<file path="config.mk">
export PLATFORM = sky130hd
export DESIGN_NAME = usb_serial_port_flat
export DESIGN_NICKNAME = d
export VERILOG_FILES = /design/src/rtl/usb_serial_port_if.sv /design/src/rtl/usb_serial_port.sv /design/src/flat_wrapper.sv
export SDC_FILE = /design/constraint.sdc
export NUM_CORES = 1
export LEC_CHECK = 0
export CAP_MARGIN = 5
export CORE_ASPECT_RATIO = 2
export CORE_UTILIZATION = 40
export DETAILED_ROUTE_END_ITERATION = 6
export PLACE_DENSITY = 0.67
export SLEW_MARGIN = 10
export SYNTH_ARGS = -nofsm -noshare
export SYNTH_HDL_FRONTEND = slang
export SYNTH_SLANG_ARGS = --single-unit
</file>
<file path="constraint.sdc">
create_clock -name clk -period 1.8 [get_ports clk]
set_clock_uncertainty 0.2 [all_clocks]
set_input_delay 0.36 -clock clk [delete_from_list [all_inputs] [get_ports clk]]
set_output_delay 0.36 -clock clk [all_outputs]
set_load 0.01 [all_outputs]
</file>
<file path="src/rtl/usb_serial_port_if.sv">
// usb_serial_port_if: load/store path between the address decoder and the USB UART.
interface usb_serial_port_if;
    logic [1:0] memRW;
    logic [2:0] index;
    logic [7:0] wrData;
    logic [7:0] rxData;
    logic [1:0] state;
    modport master(output memRW, index, wrData, input rxData, state);
    modport slave(input memRW, index, wrData, output rxData, state);
endinterface

</file>
<file path="src/rtl/usb_serial_port.sv">
// usb_serial_port: memory-mapped 8N1 UART (data/status registers) for the USB serial bridge.
module usb_serial_port #(
    parameter int          CLKS_PER_BIT = 434,
    parameter logic [2:0]  IDX_DATA     = 3'b110,
    parameter logic [2:0]  IDX_STATE    = 3'b111
) (
    input  logic              clk,
    input  logic              rst,
    usb_serial_port_if.slave  bus,
    input  logic              u_txd,
    output logic              u_rxd
);
    localparam int CW = $clog2(CLKS_PER_BIT);
    localparam logic [CW-1:0] LAST = CW'(CLKS_PER_BIT - 1);
    localparam logic [CW-1:0] HALF = CW'(CLKS_PER_BIT / 2 - 1);

    typedef enum logic [1:0] {IDLE, START, DATA, STOP} st_t;

    logic [4:0] acc_q;
    logic hit, new_acc, wr_new, rd_new;
    st_t tx_st, tx_nx, rx_st, rx_nx;
    logic [CW-1:0] tx_cnt, rx_cnt;
    logic [2:0] tx_bit, rx_bit;
    logic [7:0] tx_byte, rx_sh, rx_q;
    logic [1:0] sync;
    logic txd_nx, tx_last, rx_last, rx_half, rx_line, rx_hold, avail, rx_done, rx_ferr;

    // Only the first cycle of a held {memRW, index} code counts as an access
    assign hit = bus.index == IDX_DATA && IDX_DATA != IDX_STATE;
    assign new_acc = {bus.memRW, bus.index} != acc_q;
    assign wr_new = new_acc && hit && bus.memRW == 2'b10;
    assign rd_new = new_acc && hit && bus.memRW == 2'b01;

    assign tx_last = tx_cnt == LAST;
    assign rx_last = rx_cnt == LAST;
    assign rx_half = rx_cnt == HALF;
    assign rx_line = sync[1];
    assign rx_done = rx_st == STOP && rx_last && rx_line;
    assign rx_ferr = rx_st == STOP && rx_last && !rx_line;

    assign bus.rxData = rx_q;
    assign bus.state = {avail, tx_st == IDLE};

    always_comb begin
        tx_nx = tx_st;
        txd_nx = 1'b1;
        case (tx_st)
            IDLE: begin
                tx_nx = wr_new ? START : IDLE;
                txd_nx = !wr_new;
            end
            START: begin
                tx_nx = tx_last ? DATA : START;
                txd_nx = tx_last ? tx_byte[0] : 1'b0;
            end
            DATA: begin
                tx_nx = tx_last && tx_bit == 3'd7 ? STOP : DATA;
                txd_nx = tx_last ? (tx_bit == 3'd7 ? 1'b1 : tx_byte[tx_bit + 3'd1]) : tx_byte[tx_bit];
            end
            default: tx_nx = tx_last ? IDLE : STOP;
        endcase
    end

    // After a framing error rx_hold blocks new starts until the line idles high
    always_comb begin
        rx_nx = rx_st;
        case (rx_st)
            IDLE:    rx_nx = !rx_line && !rx_hold ? START : IDLE;
            START:   rx_nx = rx_half ? (rx_line ? IDLE : DATA) : START;
            DATA:    rx_nx = rx_last && rx_bit == 3'd7 ? STOP : DATA;
            default: rx_nx = rx_last ? IDLE : STOP;
        endcase
    end

    always_ff @(posedge clk or negedge rst) begin
        if (!rst) begin
            acc_q <= '0;
            tx_st <= IDLE;
            u_rxd <= 1'b1;
            tx_cnt <= '0;
            tx_bit <= '0;
            tx_byte <= '0;
            sync <= 2'b11;
            rx_st <= IDLE;
            rx_cnt <= '0;
            rx_bit <= '0;
            rx_sh <= '0;
            rx_hold <= 1'b0;
            rx_q <= '0;
            avail <= 1'b0;
        end else begin
            acc_q <= {bus.memRW, bus.index};
            tx_st <= tx_nx;
            u_rxd <= txd_nx;
            tx_cnt <= tx_st == IDLE || tx_last ? '0 : tx_cnt + 1'b1;
            tx_bit <= tx_st == DATA && tx_last ? tx_bit + 3'd1 : tx_bit;
            tx_byte <= tx_st == IDLE && wr_new ? bus.wrData : tx_byte;
            sync <= {sync[0], u_txd};
            rx_st <= rx_nx;
            rx_cnt <= rx_st == IDLE || (rx_st == START && rx_half) || rx_last ? '0 : rx_cnt + 1'b1;
            rx_bit <= rx_st == DATA && rx_last ? rx_bit + 3'd1 : rx_bit;
            rx_sh <= rx_st == DATA && rx_last ? {rx_line, rx_sh[7:1]} : rx_sh;
            rx_hold <= rx_ferr ? 1'b1 : (rx_line ? 1'b0 : rx_hold);
            rx_q <= rx_done ? rx_sh : rx_q;
            avail <= rx_done ? 1'b1 : (rd_new ? 1'b0 : avail);
        end
    end
endmodule

</file>
<file path="src/flat_wrapper.sv">
// flat-port wrapper written by rule: the top's interface ports become plain ports
module usb_serial_port_flat 
#(
    parameter int          CLKS_PER_BIT = 434,
    parameter logic [2:0]  IDX_DATA     = 3'b110,
    parameter logic [2:0]  IDX_STATE    = 3'b111
)
  (clk, rst, u_txd, u_rxd, bus_memRW, bus_index, bus_wrData, bus_rxData, bus_state);
  usb_serial_port_if bus_i ();
  input  logic clk;
  input  logic rst;
  input  logic u_txd;
  output logic u_rxd;
  input wire logic [$bits(bus_i.memRW)-1:0] bus_memRW;
  input wire logic [$bits(bus_i.index)-1:0] bus_index;
  input wire logic [$bits(bus_i.wrData)-1:0] bus_wrData;
  output wire logic [$bits(bus_i.rxData)-1:0] bus_rxData;
  output wire logic [$bits(bus_i.state)-1:0] bus_state;
  assign bus_i.memRW = bus_memRW;
  assign bus_i.index = bus_index;
  assign bus_i.wrData = bus_wrData;
  assign bus_rxData = bus_i.rxData;
  assign bus_state = bus_i.state;
  usb_serial_port #(.CLKS_PER_BIT(CLKS_PER_BIT), .IDX_DATA(IDX_DATA), .IDX_STATE(IDX_STATE)) u_core (.clk(clk), .rst(rst), .bus(bus_i), .u_txd(u_txd), .u_rxd(u_rxd));
endmodule
</file>
==> impl_metrics.tcl <==
set metrics [dict create \
    outcome "finished, violations left" \
    violations "setup timing" \
    syn_inst 216 \
    viasPerCell 4.98 \
    crit_fanout 11 \
    required_ns 1.81 \
    setup_viol 37 \
    htree_levels 3 \
    grt_pass1_wl_um 9850 \
    post-route-min-period_ns 1.96 \
    worst_r2r_endpoint "u_core.rx_bit[1]$_DFFE_PN0P_" \
    seqPwrFrac 0.399 \
    worstRegToRegCells 7 \
    ys_warn_count 0 \
    drv_slew 0 \
    holdPathEnd "u_core.sync[1]$_DFF_PN1_" \
    grt_max_degree 63 \
    postLayoutSetupSlackWorst_ns -0.162 \
    grt.total_usage 0.189 \
    total_power_mw 4.03 \
    cts_sinks 62 \
    synth_edf_count 0 \
    stdcell_count 397 \
    fin_nets 329 \
    drive_gt1_frac 0.434 \
    hpwl_um 3960 \
    hold_ws_ns 0.154 \
    areaGrowthSynthToFinish_pct 48.4 \
    dpl_worst_slack_ns -0.572 \
    worst_slew_margin_rel 0.777 \
    hold_violations 0 \
    netSwitchingFraction 0.239 \
    vdd_ir_drop_max_mv 0.743 \
    cap_violations 0 \
    synth-seq-cells 62 \
    ioPinCount 27 \
    drt_first_iter_violations 77 \
    crit_path_top_delay_cell "dfrtp_1" \
    cts-root-buf "clkbuf_16" \
    p_int_mw 3.07 \
    crit_chain "inv_2 -> ha_4 -> nand4b_1 -> or2_4 -> nor3_4 -> buf_12 -> mux2_2" \
    r2r_slack_ns -0.16 \
    worstSkewPairLatency_ns 0.32 \
    combPwrFrac 0.145 \
    whs_path_depth 0 \
    hp-start "u_core.sync[0]$_DFF_PN1_" \
    fp.dieArea_um2 7360 \
    async_reset_ff_frac 1.00 \
    first_global_vias 2155 \
    path_clk_slew_ns 0.05 \
    rows 42 \
    start_util 0.420 \
    hp-class "reg -> reg" \
    clkPwrFrac 0.456 \
    wire_per_inst_um 15.5 \
    rsz0062_at_grt "yes" \
    cp-start-kind "flip-flop" \
    core_um2 6670 \
    num_vias 1978 \
    port_buffers 26 \
    antenna_found_initial 0 \
    cts_buffers 9 \
    synth-main-ff-cell "dfrtp_1" \
    drc 0 \
    postRouteAntennaNets 0 \
    p_switching_mw 0.964 \
    p_leak_nw 1.98 \
    first_pass_iters 4 \
    worst_slew_pin_slew_ns 0.334 \
    cp_top_family "simple AND/OR/NAND/NOR gates" \
    worst-endpoint-arrival_ns 1.97 \
    antenna_cells 0 \
    syn-num-nets 241 \
    cts_tree "yes" \
    clk_path_buf_depth 2 \
    worst-setup-path-type "reg -> reg" \
    seq_area_frac_synth 0.555 \
    r2r-start "u_core.rx_cnt[1]$_DFF_PN0_" \
    slowest_delay_ns 0.39 \
    ys_types 41 \
    end_kind "flip-flop" \
    layout_common_cells "dfrtp_1, buf_4, mux2_4" \
    die_x_um 61.2 \
    gp_congestion 0.782 \
    fmax_mhz 510 \
    power_density_nw_per_um2 970 \
    dp_cells 366 \
    cp_num_buf_inv 2 \
    syn_area_um2 2800 \
    fillers 502 \
    dieHeight_um 120 \
    routed_wl_um 6140 \
    synth_area_per_cell_um2 13.0 \
    layout_commonest_cell "dfrtp_1" \
    finalCritPeriodShare 1.09 \
    overflow 0 \
]
==> flip-flops by register name (all words and copies together) (netlist names), 2 cells and up <==
signal             cells
u_core.sync            2
u_core.rx_bit          3
u_core.rx_cnt          9
u_core.tx_byte         8
u_core.tx_st           2
u_core.tx_bit          3
u_core.bus.rxData      8
u_core.acc_q           5
u_core.rx_st           2
u_core.rx_sh           8
u_core.tx_cnt          9
==> area by class of cell <==
type | count | area, um^2 | area share
Clock inverter | 7 | 97.6 | 0.0235
Sequential cell | 62 | 1560 | 0.374
Multi-Input combinational cell | 146 | 1420 | 0.341
Timing Repair Buffer | 80 | 732 | 0.176
Clock buffer | 9 | 225 | 0.0542
Tap cell | 88 | 110 | 0.0265
Inverter | 5 | 18.8 | 0.00452
==> metrics by stage <==
step	TNS, ns	utilization	area [um^2]
2_1_floorplan	-1.76	-	2850
3_3_place_gp	-8.01	0.527	3520
3_5_place_dp	-8.45	0.527	3520
4_1_cts	-3.72	0.599	4000
5_1_grt	-5.83	0.623	4160
6_report	-3.63	0.623	4160
==> synth_stat cells, drive strengths merged, types with 2 or more instances <==
cell / number / area share
nor3: 14 / 0.027
a21oi: 3 / 0.0054
mux2: 29 / 0.12
mux4: 3 / 0.024
buf: 5 / 0.012
nand4b: 3 / 0.0094
xnor2: 8 / 0.025
and3: 3 / 0.0067
nor2: 15 / 0.021
nand3b: 2 / 0.0054
nand4: 4 / 0.0089
and3b: 2 / 0.0063
nor3b: 3 / 0.0080
nand2: 6 / 0.0080
xor2: 10 / 0.031
or2: 2 / 0.0054
dfrtp: 59 / 0.53
dfstp: 3 / 0.028
ha: 9 / 0.040
inv: 5 / 0.0067
mux2i: 2 / 0.0071
nand2b: 2 / 0.0045
nand3: 7 / 0.013
nor4: 2 / 0.0045
nor2b: 3 / 0.0067
==> worst max-delay path by stage <==
stage                                     startpoint                             to  cells past startpoint
after floorplan           u_core.rx_cnt[1]$_DFF_PN0_   u_core.rx_bit[1]$_DFFE_PN0P_                      7
after CTS                 u_core.rx_cnt[1]$_DFF_PN0_   u_core.rx_bit[1]$_DFFE_PN0P_                      7
after global placement                  bus_memRW[0]  u_core.tx_byte[1]$_DFFE_PN0P_                      5
final                     u_core.rx_cnt[1]$_DFF_PN0_   u_core.rx_bit[1]$_DFFE_PN0P_                      7
after global routing      u_core.rx_cnt[1]$_DFF_PN0_    u_core.rx_sh[2]$_DFFE_PN0P_                      7
after detailed placement                bus_memRW[0]  u_core.tx_byte[1]$_DFFE_PN0P_                      5
==> power by group through the flow <==
stage | Clock (mW) | Combinational, mW | Sequential, mW
6_report | 1.84 | 0.583 | 1.61
2_1_floorplan | 0 | 0.214 | 1.61
3_5_place_dp | 0 | 0.472 | 1.62
3_3_place_gp | 0 | 0.459 | 1.62
4_1_cts | 1.87 | 0.545 | 1.60
5_1_grt | 1.94 | 0.631 | 1.62
==> kinds of logic after synthesis <==
group                    share of synthesized area
adder cells (fa/ha/maj)                     0.0402
multiplexers                                 0.148
XOR/XNOR                                    0.0563
flip-flops                                   0.555
buffers and inverters                       0.0183
AO/OA/AOI/OAI                               0.0366
AND/OR/NAND/NOR                              0.145
==> metal layers <==
metal,up-vias,track usage,part of all wire
li1,952,-,-
met1,977,0.181,0.37
met2,37,0.338,0.57
met3,12,0.0663,0.030
met4,0,0.0881,0.031
met5,-,0,0
==> worst register-to-register path, cell delays in order, from the launching register on <==
cell and delay, ns:
dfrtp_1 0.39, inv_2 0.08, ha_4 0.11, nand4b_1 0.14, or2_4 0.28, nor3_4 0.15
buf_12 0.16, mux2_2 0.33
==> repair_timing <==
action / 4_1_cts / 5_1_grt
setup endpoints to repair: 51 / 46
hold buffers: 1 / 0
pin swaps: 6 / 10
hold endpoints to repair: 59 / 0
cloned: 1 / 1
buffers inserted: 5 / 8
resized for setup: 30 / 26
Power figures use the tool's default switching activity.
